## src/rtl/example_sdiv_seq_1rcu.sv

```systemverilog
// Sequential signed divider (restoring, MSB first) with ap_ block handshake.
// Quotient truncates toward zero, saturates to dout_WIDTH; remainder takes the dividend's sign.
module example_sdiv_seq_1rcu #(
  parameter int din0_WIDTH = 20,
  parameter int din1_WIDTH = 6,
  parameter int dout_WIDTH = 14
) (
  input  logic                  ap_clk,
  input  logic                  ap_rst_n,
  input  logic                  ap_start,
  output logic                  ap_ready,
  output logic                  ap_idle,
  output logic                  ap_done,
  input  logic [din0_WIDTH-1:0] din0,
  input  logic [din1_WIDTH-1:0] din1,
  output logic [dout_WIDTH-1:0] dout,
  output logic [din1_WIDTH-1:0] rem,
  output logic                  div_by_zero,
  output logic                  overflow
);

  localparam int AW = din0_WIDTH + 1;
  localparam int PW = din1_WIDTH + 1;
  localparam int CW = $clog2(din0_WIDTH);
  localparam logic [CW-1:0]         CNT_LAST = CW'(din0_WIDTH - 1);
  localparam logic [CW-1:0]         CNT_ONE  = CW'(1);
  localparam logic [din0_WIDTH-1:0] POS_LIM  = din0_WIDTH'((64'd1 << (dout_WIDTH - 1)) - 64'd1);
  localparam logic [din0_WIDTH-1:0] NEG_LIM  = din0_WIDTH'(64'd1 << (dout_WIDTH - 1));
  localparam logic [dout_WIDTH-1:0] DOUT_MAX = {1'b0, {(dout_WIDTH-1){1'b1}}};
  localparam logic [dout_WIDTH-1:0] DOUT_MIN = {1'b1, {(dout_WIDTH-1){1'b0}}};

  typedef enum logic [1:0] {
    S_IDLE = 2'd0,
    S_CALC = 2'd1,
    S_FIX  = 2'd2,
    S_DONE = 2'd3
  } state_t;

  state_t                  state_q;
  logic [AW-1:0]           a_q;
  logic [din1_WIDTH-1:0]   b_q;
  logic                    sa_q;
  logic                    sb_q;
  logic                    zero_q;
  logic [CW-1:0]           cnt_q;
  logic [PW-1:0]           pr_q;
  logic [din0_WIDTH-1:0]   uq_q;
  logic [dout_WIDTH-1:0]   dout_q;
  logic [din1_WIDTH-1:0]   rem_q;
  logic                    dbz_q;
  logic                    ovf_q;
  logic                    done_q;
  logic                    idle_q;

  logic [AW-1:0]           a_abs_d;
  logic [din1_WIDTH-1:0]   b_abs_d;
  logic [PW:0]             pr_shift_d;
  logic [PW:0]             sub_d;
  logic                    borrow_d;
  logic [PW-1:0]           pr_d;
  logic                    qbit_d;
  logic [din0_WIDTH-1:0]   uq_neg_d;
  logic [din1_WIDTH-1:0]   ur_d;
  logic [dout_WIDTH-1:0]   dout_fix_d;
  logic [din1_WIDTH-1:0]   rem_fix_d;
  logic                    dbz_fix_d;
  logic                    ovf_fix_d;

  // Operand magnitudes and one restoring-division step
  always_comb begin
    a_abs_d    = din0[din0_WIDTH-1] ? (AW'(0) - {1'b1, din0}) : {1'b0, din0};
    b_abs_d    = din1[din1_WIDTH-1] ? (din1_WIDTH'(0) - din1) : din1;
    pr_shift_d = {pr_q, a_q[din0_WIDTH-1]};
    sub_d      = pr_shift_d - {2'b00, b_q};
    borrow_d   = (pr_shift_d < {2'b00, b_q});
    pr_d       = borrow_d ? PW'(pr_shift_d) : PW'(sub_d);
    qbit_d     = ~borrow_d;
  end

  // Sign restoration, saturation and divide-by-zero policy for the result registers
  always_comb begin
    uq_neg_d  = din0_WIDTH'(0) - uq_q;
    ur_d      = pr_q[din1_WIDTH-1:0];
    rem_fix_d = sa_q ? (din1_WIDTH'(0) - ur_d) : ur_d;
    dbz_fix_d = 1'b0;
    ovf_fix_d = 1'b0;
    dout_fix_d = dout_WIDTH'(uq_q);
    if (zero_q) begin
      dout_fix_d = sa_q ? DOUT_MIN : DOUT_MAX;
      rem_fix_d  = {din1_WIDTH{1'b0}};
      dbz_fix_d  = 1'b1;
    end else if (sa_q ^ sb_q) begin
      if (uq_q > NEG_LIM) begin
        dout_fix_d = DOUT_MIN;
        ovf_fix_d  = 1'b1;
      end else begin
        dout_fix_d = dout_WIDTH'(uq_neg_d);
      end
    end else begin
      if (uq_q > POS_LIM) begin
        dout_fix_d = DOUT_MAX;
        ovf_fix_d  = 1'b1;
      end else begin
        dout_fix_d = dout_WIDTH'(uq_q);
      end
    end
  end

  // Control FSM with datapath and registered outputs
  always_ff @(posedge ap_clk or negedge ap_rst_n) begin
    if (!ap_rst_n) begin
      state_q <= S_IDLE;
      a_q     <= {AW{1'b0}};
      b_q     <= {din1_WIDTH{1'b0}};
      sa_q    <= 1'b0;
      sb_q    <= 1'b0;
      zero_q  <= 1'b0;
      cnt_q   <= {CW{1'b0}};
      pr_q    <= {PW{1'b0}};
      uq_q    <= {din0_WIDTH{1'b0}};
      dout_q  <= {dout_WIDTH{1'b0}};
      rem_q   <= {din1_WIDTH{1'b0}};
      dbz_q   <= 1'b0;
      ovf_q   <= 1'b0;
      done_q  <= 1'b0;
      idle_q  <= 1'b1;
    end else begin
      case (state_q)
        S_IDLE: begin
          if (ap_start) begin
            a_q     <= a_abs_d;
            b_q     <= b_abs_d;
            sa_q    <= din0[din0_WIDTH-1];
            sb_q    <= din1[din1_WIDTH-1];
            zero_q  <= (din1 == {din1_WIDTH{1'b0}});
            cnt_q   <= {CW{1'b0}};
            pr_q    <= {PW{1'b0}};
            uq_q    <= {din0_WIDTH{1'b0}};
            idle_q  <= 1'b0;
            state_q <= S_CALC;
          end else begin
            state_q <= S_IDLE;
          end
        end
        S_CALC: begin
          a_q  <= a_q << 1;
          pr_q <= pr_d;
          uq_q <= {uq_q[din0_WIDTH-2:0], qbit_d};
          if (cnt_q == CNT_LAST) begin
            state_q <= S_FIX;
          end else begin
            cnt_q <= cnt_q + CNT_ONE;
          end
        end
        S_FIX: begin
          dout_q  <= dout_fix_d;
          rem_q   <= rem_fix_d;
          dbz_q   <= dbz_fix_d;
          ovf_q   <= ovf_fix_d;
          done_q  <= 1'b1;
          state_q <= S_DONE;
        end
        S_DONE: begin
          done_q  <= 1'b0;
          idle_q  <= 1'b1;
          state_q <= S_IDLE;
        end
        default: begin
          done_q  <= 1'b0;
          idle_q  <= 1'b1;
          state_q <= S_IDLE;
        end
      endcase
    end
  end

  assign ap_ready    = ap_start & (state_q == S_IDLE);
  assign ap_idle     = idle_q;
  assign ap_done     = done_q;
  assign dout        = dout_q;
  assign rem         = rem_q;
  assign div_by_zero = dbz_q;
  assign overflow    = ovf_q;

endmodule

```

## config.mk

```make
export PLATFORM = sky130hd
export DESIGN_NAME = example_sdiv_seq_1rcu
export DESIGN_NICKNAME = d
export VERILOG_FILES = /design/src/rtl/example_sdiv_seq_1rcu.sv
export SDC_FILE = /design/constraint.sdc
export NUM_CORES = 1
export LEC_CHECK = 0
export CAP_MARGIN = 20
export CORE_ASPECT_RATIO = 1.2
export CORE_MARGIN = 2
export CORE_UTILIZATION = 39
export CTS_CLUSTER_SIZE = 24
export DETAILED_ROUTE_END_ITERATION = 8
export GPL_TIMING_DRIVEN = 1
export PLACE_DENSITY = 0.68
export SYNTH_ARGS = -nofsm -noshare
export SYNTH_HDL_FRONTEND = slang
export SYNTH_SLANG_ARGS = --single-unit
```

## constraint.sdc

```tcl
create_clock -name ap_clk -period 1.9 [get_ports ap_clk]
set_input_delay 0.38 -clock ap_clk [delete_from_list [all_inputs] [get_ports ap_clk]]
set_output_delay 0.38 -clock ap_clk [all_outputs]
set_load 0.01 [all_outputs]
```

==> results of run 1 <==
registers in the layout, indices dropped and copies added (netlist names):
name / count
b_q: 6
dout: 14
sa_q: 1
zero_q: 1
rem: 6
pr_q: 7
uq_q: 20
state_q: 2
a_q: 20
overflow: 1
cnt_q: 5
sb_q: 1
ap_idle: 1
ap_done: 1
div_by_zero: 1
worst min-delay path, delay by kind of cell:
| kind | cells | cell delay (ps) |
|---|---|---|
| buffers and inverters | 3 | 280 |
| AOI/OAI and AO/OA | 1 | 70 |
final cells by class:
cell class	count	area [µm²]	share of cell area
clock inverters	3	42.5	0.00624
inverters	24	97.6	0.0143
well taps	164	205	0.0301
clock buffers	13	250	0.0367
multi-input cells	377	2810	0.413
repair buffers	142	1230	0.180
flip-flops and latches	87	2180	0.320
worst paths after layout:
kind                                             end  slack [ps]                 from  depth (start not counted)
worst max-delay path             pr_q[1]$_DFFE_PN0P_        -100  a_q[19]$_DFFE_PN0P_                          9
worst min-delay path              a_q[0]$_DFFE_PN0P_         430              din0[0]                          4
worst max register to register   pr_q[1]$_DFFE_PN0P_        -100  a_q[19]$_DFFE_PN0P_                          9
worst min register to register    b_q[4]$_DFFE_PN0P_         480   b_q[4]$_DFFE_PN0P_                          2
max in group asynchronous        ap_idle$_DFFE_PN1P_         800             ap_rst_n                          3
min in group asynchronous       cnt_q[1]$_DFFE_PN0P_         470             ap_rst_n                          2
placed cells by master, fill, tap and decap left out, drive strengths merged, types with 8 or more instances in the layout:
| cell | Yosys | final |
|---|---|---|
| o22ai | 9 | 9 |
| dfrtp | 86 | 86 |
| xor2 | 22 | 22 |
| buf | 5 | 92 |
| nand3 | 9 | 9 |
| nor3 | 10 | 10 |
| a22o | 21 | 21 |
| mux2i | 11 | 11 |
| nor2 | 29 | 29 |
| xnor2 | 9 | 9 |
| nand2 | 41 | 41 |
| o21ai | 57 | 57 |
| clkdlybuf4s50 | 0 | 39 |
| o31ai | 8 | 8 |
| ha | 15 | 15 |
| clkbuf | 31 | 14 |
| inv | 24 | 24 |
| a21oi | 28 | 28 |
cells by family after synthesis:
logic type	Yosys count
simple gates	143
compound gates	172
flops	87
mux	15
fa+ha+maj	16
buf+inv	60
xor+xnor	31
through the flow:
step	util	hold WS (ps)	power, mW
floorplan	-	84.4	6.21
global placement	0.504	293	8.31
detailed placement	0.504	296	8.48
CTS	0.534	428	10.4
global route	0.545	443	11.4
finish	0.545	434	10.6
metal layers:
metal / GRT usage / part of all wire
met1: 0.237 / 0.42
met2: 0.368 / 0.53
met3: 0.0240 / 0.025
met4: 0.0733 / 0.020
met5: 0 / 0
timing repair:
action / in CTS / in global routing
setup endpoints to repair: 23 / 56
pin swaps: 20 / 12
endpoints found under the hold margin: 20 / 0
resized for setup: 46 / 37
setup buffers: 1 / 1
hold buffers: 1 / 0
power groups by stage:
stage | Sequential, mW | Clock (mW) | Combinational [mW]
6_report | 2.82 | 1.78 | 6.01
5_1_grt | 2.89 | 1.89 | 6.66
4_1_cts | 2.82 | 1.79 | 5.81
3_5_place_dp | 2.84 | 0 | 5.64
3_3_place_gp | 2.81 | 0 | 5.50
2_1_floorplan | 2.83 | 0 | 3.38
==> qor.yml, run 1 <==
cells_and_area:
  area_growth_syn_to_layout_pct: 37.8
  stdcell_area_um2: 6820
  fillers: 1127
  final_cells: 810
  layout-drive-gt1-share: 0.262
  nets: 686
  antenna_cells: 0
global_routing:
  track_usage: 0.200
  antenna_found_initial: 0
  grt_pass1_wl_mm: 21.8
  first_global_vias: 4584
  grt_start_max_net_pins: 49
  grt.overflow.total: 0
run_status:
  outcome: "complete, but fails checks"
  violations: "negative setup slack"
sta:
  tightestPinTransition_ps: 490
  fin_worst_skew_ps: 4.51
  final-hold-violation-count: 0
  rsz0062_at_grt: "true"
  min_period_over_period: 1.05
  clock.fmax_ghz: 0.500
  relSlewSlack: 0.672
  tns_ps: -566
  setup_ws_ps: -98.7
  min_period_ps: 2000
  drv_slew: 0
  setup_violations: 8
yosys:
  synth-simple-area-share: 0.154
  syn_area_um2: 4950
  synthArstFlopShare: 1.00
  synthMostInstantiatedCell: "dfrtp_1"
  yosysSeqAreaShare: 0.440
  synthTopCellsByCount: "dfrtp_1 (86), o21ai_0 (57), nand2_1 (41), clkbuf_1 (31), nor2_1 (29)"
  synth_largest_area_cell: "dfrtp_1"
  yosys_warnings: 0
  synth_top_family_by_area: "compound AO/OA/AOI/OAI gates"
  synth-edff-count: 0
  synthMuxAreaShare: 0.0314
  synthXorXnorAreaFrac: 0.0549
  yosys-top-cells-area: "dfrtp_1 (44%), o21ai_0 (5.8%), xor2_1 (3.9%)"
  synth.distinct_cells: 61
  syn_area_per_cell_um2: 9.44
  syn-instance-count: 524
  synth_top_flop_cell: "dfrtp_1"
  ys_ff_latch: 87
  synth_top_area_frac: 0.435
  synth_adder_area_share: 0.0420
  synth_nets: 569
  synth_compound_area_frac: 0.230
place:
  dpl_cell_area_um2: 6300
  place.gp.congestion: 0.877
  dp.cells: 791
  portBuffers: 53
  dp_slack_ps: -801
  dp_hpwl_mm: 9.38
clocking:
  cts.path.max_buffers: 2
  cts_tree: "built"
  htreeDepth: 3
  cts.sinks: 87
  root_buffer: "clkbuf_16"
  cts_buffers: 9
  insertion_delay_ps: 340
  clk_pin_slew_ps: 60
drt:
  viasPerCell: 5.41
  first_pass_iters: 4
  ant_nets: 0
  wl_per_cell_um: 15.9
  num_vias: 4382
  initialDrtViolationCount: 140
  drc: 0
  routed_wl_mm: 12.9
power_and_ir_drop:
  clockPowerShare: 0.168
  switchingPower_mw: 4.19
  swShare: 0.394
  ir_drop_mv: 0.755
  internal-power_mw: 6.43
  p_comb_frac: 0.566
  powerDensity_nw_per_um2: 1560
  p_leak_nw: 3.04
  p_seq_frac: 0.266
setup_path:
  cp_max_fo: 6
  end_kind: "register"
  critPathArrivalTime_ps: 2220
  path_delay_family: "compound AO/OA/AOI/OAI gates"
  crit_buf_inv: 2
  worstSetupPathType: "reg2reg"
  crit_slowest_cell: "dfrtp_1"
  startpoint_type: "register"
  path_cells: "inv_2, ha_4, fa_2, nor2b_2, o31a_1, o21a_1, buf_12, mux2i_1, a22o_1"
  cpPeakStageDelay_ps: 400
  critPathRequiredTime_ps: 2130
floorplanning:
  dieArea_um2: 13600
  row_count: 45
  die_x_um: 107
  start_util: 0.396
  core_um2: 12500
  ios: 54
  die_y_um: 127
worst_hold_path:
  hp-class: "in2reg"
job:
  drv_cap: 0
Note: power is estimated with default switching activity, not from simulation.
==> inputs of run 2 (changes only) <==
--- a/config.mk
+++ b/config.mk
@@ -5,13 +5,11 @@
 export SDC_FILE = /design/constraint.sdc
 export NUM_CORES = 1
 export LEC_CHECK = 0
-export CAP_MARGIN = 20
 export CORE_ASPECT_RATIO = 1.2
 export CORE_MARGIN = 2
 export CORE_UTILIZATION = 39
 export CTS_CLUSTER_SIZE = 24
 export DETAILED_ROUTE_END_ITERATION = 8
-export GPL_TIMING_DRIVEN = 1
 export PLACE_DENSITY = 0.68
 export SYNTH_ARGS = -nofsm -noshare
 export SYNTH_HDL_FRONTEND = slang
==> results of run 2 <==
Final layout, timing and power as in run 1 (identical DEF).
